<file path="src/rtl/sensor_response_tx_pkg.sv">
// sensor_response_tx shared definitions: FSM encodings,
// response codes and the frame byte-order helper.
package sensor_response_tx_pkg;

  localparam int unsigned DEFAULT_CLKS_PER_BIT = 5208;

  // Response codes shared with the scheduler and sensor interfaces
  localparam logic [7:0] RSP_ACK  = 8'h08;
  localparam logic [7:0] RSP_DATA = 8'h09;
  localparam logic [7:0] RSP_NACK = 8'h15;
  localparam logic [7:0] RSP_ERR  = 8'hEE;

  typedef enum logic [1:0] {
    IDLE,
    LOAD,
    SEND,
    DONE
  } frm_state_t;

  typedef enum logic [1:0] {
    TX_IDLE,
    TX_START,
    TX_DATA,
    TX_STOP
  } tx_state_t;

  // Byte order on the wire: address (optional), response, data
  function automatic logic [7:0] frame_byte(
    input logic [1:0] idx,
    input logic       send_addr,
    input logic [7:0] addr,
    input logic [7:0] resp,
    input logic [7:0] data
  );
    logic [1:0] pos;
    pos = send_addr ? idx : idx + 2'd1;
    case (pos)
      2'd0:    frame_byte = addr;
      2'd1:    frame_byte = resp;
      default: frame_byte = data;
    endcase
  endfunction

endpackage

</file>
<file path="src/rtl/sensor_response_tx_uart.sv">
// uart_tx_byte: 8N1 serialiser for one byte, LSB first.
// A start in the last stop-bit cycle chains the next byte gaplessly.
module uart_tx_byte
  import sensor_response_tx_pkg::*;
#(
  parameter int unsigned CLKS_PER_BIT = DEFAULT_CLKS_PER_BIT
) (
  input  logic       clk,
  input  logic       reset,
  input  logic       start,
  input  logic [7:0] byte_in,
  output logic       tx,
  output logic       byte_done,
  output logic       busy
);

  localparam int unsigned CW =
    (CLKS_PER_BIT > 1) ? $clog2(CLKS_PER_BIT) : 1;
  localparam logic [CW-1:0] LAST = CW'(CLKS_PER_BIT - 1);

  tx_state_t     r_state;
  logic [CW-1:0] r_baud;
  logic [2:0]    r_bit;
  logic [7:0]    r_shift;
  logic          r_tx;
  logic          w_bit_end;

  assign w_bit_end = (r_baud == LAST);
  assign byte_done = (r_state == TX_STOP) && w_bit_end;
  assign busy      = (r_state != TX_IDLE);
  assign tx        = r_tx;

  // Bit sequencer: start, 8 data bits, stop; tx is registered
  always_ff @(posedge clk or posedge reset) begin
    if (reset) begin
      r_state <= TX_IDLE;
      r_baud  <= '0;
      r_bit   <= '0;
      r_shift <= '0;
      r_tx    <= 1'b1;
    end else begin
      unique case (r_state)
        TX_IDLE: begin
          r_baud <= '0;
          if (start) begin
            r_state <= TX_START;
            r_shift <= byte_in;
            r_tx    <= 1'b0;
          end
        end
        TX_START: begin
          if (w_bit_end) begin
            r_state <= TX_DATA;
            r_baud  <= '0;
            r_bit   <= '0;
            r_tx    <= r_shift[0];
          end else begin
            r_baud <= r_baud + CW'(1);
          end
        end
        TX_DATA: begin
          if (w_bit_end) begin
            r_baud <= '0;
            if (r_bit == 3'd7) begin
              r_state <= TX_STOP;
              r_tx    <= 1'b1;
            end else begin
              r_bit   <= r_bit + 3'd1;
              r_shift <= r_shift >> 1;
              r_tx    <= r_shift[1];
            end
          end else begin
            r_baud <= r_baud + CW'(1);
          end
        end
        TX_STOP: begin
          if (w_bit_end) begin
            r_baud <= '0;
            if (start) begin
              r_state <= TX_START;
              r_shift <= byte_in;
              r_tx    <= 1'b0;
            end else begin
              r_state <= TX_IDLE;
            end
          end else begin
            r_baud <= r_baud + CW'(1);
          end
        end
        default: r_state <= TX_IDLE;
      endcase
    end
  end

endmodule

</file>
<file path="src/rtl/sensor_response_tx.sv">
// sensor_response_tx: latches a scheduler response and
// sends it to the host as back-to-back UART bytes.
module sensor_response_tx
  import sensor_response_tx_pkg::*;
#(
  parameter int unsigned CLKS_PER_BIT = DEFAULT_CLKS_PER_BIT,
  parameter int unsigned SEND_ADDR    = 0
) (
  input  logic       clk,
  input  logic       reset,
  input  logic       en_decoder,
  input  logic [7:0] response_sensor,
  input  logic [7:0] data_sensor,
  input  logic [7:0] address_sensor,
  output logic       tx,
  output logic       done_decoder,
  output logic       busy
);

  localparam logic       W_SA     = (SEND_ADDR != 0);
  localparam logic [1:0] LAST_IDX = W_SA ? 2'd2 : 2'd1;

  frm_state_t r_state;
  logic [1:0] r_idx;
  logic [7:0] r_addr;
  logic [7:0] r_resp;
  logic [7:0] r_data;
  logic       r_done;
  logic       r_busy;

  logic       w_more;
  logic       w_start;
  logic       w_byte_done;
  logic       w_tx_busy;
  logic [1:0] w_sel;
  logic [7:0] w_byte;

  // Next byte is handed over during the last stop-bit cycle,
  // so the following start bit comes with no idle gap.
  assign w_more  = (r_idx != LAST_IDX);
  assign w_start = (r_state == LOAD) ||
                   ((r_state == SEND) && w_byte_done && w_more);
  assign w_sel   = (r_state == LOAD) ? r_idx : r_idx + 2'd1;
  assign w_byte  = frame_byte(w_sel, W_SA, r_addr, r_resp, r_data);

  assign done_decoder = r_done;
  assign busy         = r_busy;

  // Framer: accept, walk the byte list, then pulse done
  always_ff @(posedge clk or posedge reset) begin
    if (reset) begin
      r_state <= IDLE;
      r_idx   <= '0;
      r_addr  <= '0;
      r_resp  <= '0;
      r_data  <= '0;
      r_done  <= 1'b0;
      r_busy  <= 1'b0;
    end else begin
      unique case (r_state)
        IDLE: begin
          if (en_decoder && !w_tx_busy) begin
            r_addr  <= address_sensor;
            r_resp  <= response_sensor;
            r_data  <= data_sensor;
            r_idx   <= '0;
            r_state <= LOAD;
          end
        end
        LOAD: begin
          r_busy  <= 1'b1;
          r_state <= SEND;
        end
        SEND: begin
          if (w_byte_done) begin
            if (w_more) begin
              r_idx <= r_idx + 2'd1;
            end else begin
              r_done  <= 1'b1;
              r_state <= DONE;
            end
          end
        end
        DONE: begin
          r_done  <= 1'b0;
          r_busy  <= 1'b0;
          r_state <= IDLE;
        end
        default: r_state <= IDLE;
      endcase
    end
  end

  uart_tx_byte #(
    .CLKS_PER_BIT(CLKS_PER_BIT)
  ) u_tx (
    .clk      (clk),
    .reset    (reset),
    .start    (w_start),
    .byte_in  (w_byte),
    .tx       (tx),
    .byte_done(w_byte_done),
    .busy     (w_tx_busy)
  );

endmodule

</file>
<file path="config.mk">
export PLATFORM = sky130hd
export DESIGN_NAME = sensor_response_tx
export DESIGN_NICKNAME = d
export VERILOG_FILES = /design/src/rtl/sensor_response_tx_pkg.sv /design/src/rtl/sensor_response_tx_uart.sv /design/src/rtl/sensor_response_tx.sv
export SDC_FILE = /design/constraint.sdc
export NUM_CORES = 1
export LEC_CHECK = 0
export ABC_AREA = 1
export BUFFER_PORTS_ARGS = -buffer_cell sky130_fd_sc_hd__buf_2
export CORE_AREA = 2 2 100 102
export DETAILED_ROUTE_END_ITERATION = 10
export DIE_AREA = 0 0 102 104
export GPL_TIMING_DRIVEN = 0
export PLACE_DENSITY = 0.55
export SLEW_MARGIN = 20
export SYNTH_ARGS = -nofsm -noshare
export SYNTH_HDL_FRONTEND = slang
export SYNTH_HIERARCHICAL = 1
export SYNTH_SLANG_ARGS = --single-unit
</file>
<file path="constraint.sdc">
create_clock -name clk -period 5.5 [get_ports clk]
set_clock_uncertainty 0.2 [all_clocks]
set_input_delay 0.55 -clock clk [delete_from_list [all_inputs] [get_ports clk]]
set_output_delay 0.55 -clock clk [all_outputs]
set_load 0.01 [all_outputs]
</file>
==> results.cfg <==
[power]
clockPowerShare = 0.183
p_comb_frac = 0.488
power_leakage_uw = 0.00195
ir_drop_uv = 217
netSwitchingPower_uw = 900
pwr-share-seq = 0.328
finalPower_uw = 2030
internal-power_uw = 1130
swShare = 0.444
power.density_nw_per_um2 = 539

[final_layout]
finish.utilization = 0.394
design_area_sq_um = 3760
syn2layout_area_growth_pct = 15.3
diodes = 0
nets = 499
fin_cells = 594
drive_above_1_share = 0.184
fill_cells = 1018

[global_route]
grt_pass1_wl_um = 11900
grt_max_degree = 31
grt_overflow = 0
grt_pass1_vias = 2551
grt.total_usage = 0.141
antenna_found_initial = 0

[floorplan]
num_rows = 36
die_y_um = 104
core_sq_um = 9550
io_pins = 30
dieArea_sq_um = 10600
start_util = 0.341
die_w_um = 102

[place]
globalplace.congestion = 0.796
place_area_sq_um = 3570
dp_cells = 578
hpwlAfterDp_um = 5000
portBuffers = 29

[status]
outcome = completed

[synth]
syn_area_per_cell_sq_um = 7.84
synth-edff-count = 0
synth-seq-cells = 57
synth_nets = 459
yosys.area.top_type = dfrtp_1
ys_top_cells_by_area = dfrtp_1 (43%), nand2_1 (13%), inv_1 (6.8%)
yosysMostFrequentCell = nand2_1
synthTopCellsByCount = nand2_1 (117), inv_1 (59), dfrtp_1 (56)
yosysWarnings = 6
synthArstFlopShare = 1.00
syn_inst = 416
synth_top_area_frac = 0.430
netlist_area_sq_um = 3260
ys_seq_area_frac = 0.438
synth.distinct_cells = 37
ys.flop_type = dfrtp_1

[clocking]
cts-root-buf = clkbuf_8
htree_levels = 3
cts_sinks = 57
clkLatencyLatePin_ps = 340
postCtsSetupBuffers = 0
cts_tree = yes
clock_path_buffers = 2
cts_hold_buf = 0
cts.clk_slew.worst_paths_ps = 70
cts_resized = 0
cts_inserted_buffers = 9

[sta]
slew_viol_final = 0
hold_viol_final = 0
tightest_slew_ps = 630
fin_crit_ps = 2650
final.setup.tns_ps = 0
rsz0062_at_grt = false
fmax_mhz = 377
post-route-period-util = 0.482
setup_viol = 0
relSlewSlack = 0.580

[critical_path]
startpoint_type = flip-flop
end_kind = flip-flop
critPathMaxFanout = 10
worst-setup-path-type = reg -> reg
arrival_ps = 2670
worstPathRequired_ps = 5520

[route]
vias = 2643
viasPerCell = 4.45
route.antenna.remaining_nets = 0
dr.first_iter.drc_count = 80
first_pass_iters = 4
wl_um = 6740
wire_per_inst_um = 11.3
route.detailed.drc = 0

[hold_path]
hold_path_class = in -> async

[flow_run]
drv_cap = 0
power groups by stage:
stage                     clock [uW]  sequential, uW  combinational, uW
after global routing             412             686               1140
after detailed placement           0             671                999
final                            372             665                989
after floorplan                    0             647                786
after CTS                        386             665               1000
after global placement             0             669                977
kinds of logic (layout without fill, tap and decap cells):
kind of cell / after synthesis / count (layout) / synth area share
XOR/XNOR: 5 / 5 / 0.0134
adder cells (fa/ha/maj): 16 / 16 / 0.0614
AND/OR/NAND/NOR: 210 / 210 / 0.288
AO/OA/AOI/OAI: 51 / 51 / 0.0979
buffers and inverters: 77 / 122 / 0.101
flip-flops: 57 / 57 / 0.438
final cells by class:
| cell class | count | area (sq um) | area share |
|---|---|---|---|
| Timing Repair Buffer | 29 | 145 | 0.0386 |
| Tap cell | 133 | 166 | 0.0443 |
| Multi-Input combinational cell | 282 | 1500 | 0.400 |
| Clock inverter | 6 | 50.0 | 0.0133 |
| Sequential cell | 57 | 1430 | 0.380 |
| Buffer | 12 | 86.3 | 0.0230 |
| Inverter | 65 | 244 | 0.0649 |
| Clock buffer | 10 | 138 | 0.0366 |
layout by cell type (no fill, tap or decap), types with 2 or more instances in the layout:
cell / synthesis / layout
o21ai_1: 9 / 9
nor2_2: 3 / 3
nand3_4: 2 / 2
nand3_2: 2 / 2
inv_6: 0 / 3
clkinv_1: 2 / 2
nor2_1: 42 / 42
clkinvlp_4: 0 / 2
inv_2: 4 / 6
nor3_1: 3 / 3
nand4_1: 12 / 12
nand3_1: 19 / 19
ha_1: 16 / 16
o21ai_2: 2 / 2
o21ai_0: 12 / 12
a21oi_1: 9 / 9
buf_2: 2 / 31
nand2_1: 117 / 117
nor2_4: 2 / 2
a22oi_1: 8 / 8
dfrtp_1: 56 / 56
clkbuf_1: 4 / 4
buf_6: 3 / 3
inv_1: 59 / 57
a21oi_2: 8 / 8
clkbuf_8: 0 / 10
nand2_2: 3 / 3
xor2_1: 5 / 5
through the flow:
stage / worst slack, ps / hold WS (ps)
after floorplan: 3250 / 242
after global placement: 2890 / 254
after detailed placement: 2860 / 263
after CTS: 2840 / 105
after global routing: 2580 / 124
final: 2850 / 78.3
state kept, by name (all words and copies together), names as in the netlist, 2 cells and up:
signal / cells
r_addr: 8
r_data: 8
r_idx: 2
r_resp: 8
r_state: 2
u_tx/r_baud: 13
u_tx/r_bit: 3
u_tx/r_shift: 8
u_tx/r_state: 2
metal layers:
layer / global-route usage / share of wire
met1: 0.188 / 0.48
met5: 0 / 0
met3: 0.0370 / 0.031
met2: 0.223 / 0.48
met4: 0.0457 / 0.0085
worst max-delay path: stages, from the launching register on:
cell and delay [ps]:
dfrtp_1 420, ha_1 230, nand2_2 110, nor2_4 150
nand3_4 150, nor2_1 190, inv_1 80, o21bai_1 300
o21ai_0 160, clkinv_1 250, nand3_4 160, nand2_1 90
nand2_1 50
path summary, 6_finish.rpt:
kind,start,end,slack (ps),cells past startpoint
worst max-delay path,u_tx/r_baud[0],u_tx/r_shift[7],2850,12
worst min-delay path,reset,u_tx/r_shift[2],80,2
worst max register to register,u_tx/r_baud[0],u_tx/r_shift[7],2850,12
worst min register to register,u_tx/tx,u_tx/tx,280,2
max in group asynchronous,reset,r_data[7],4580,2
min in group clk,response_sensor[0],r_resp[0],230,3
Power figures use the tool's default switching activity.
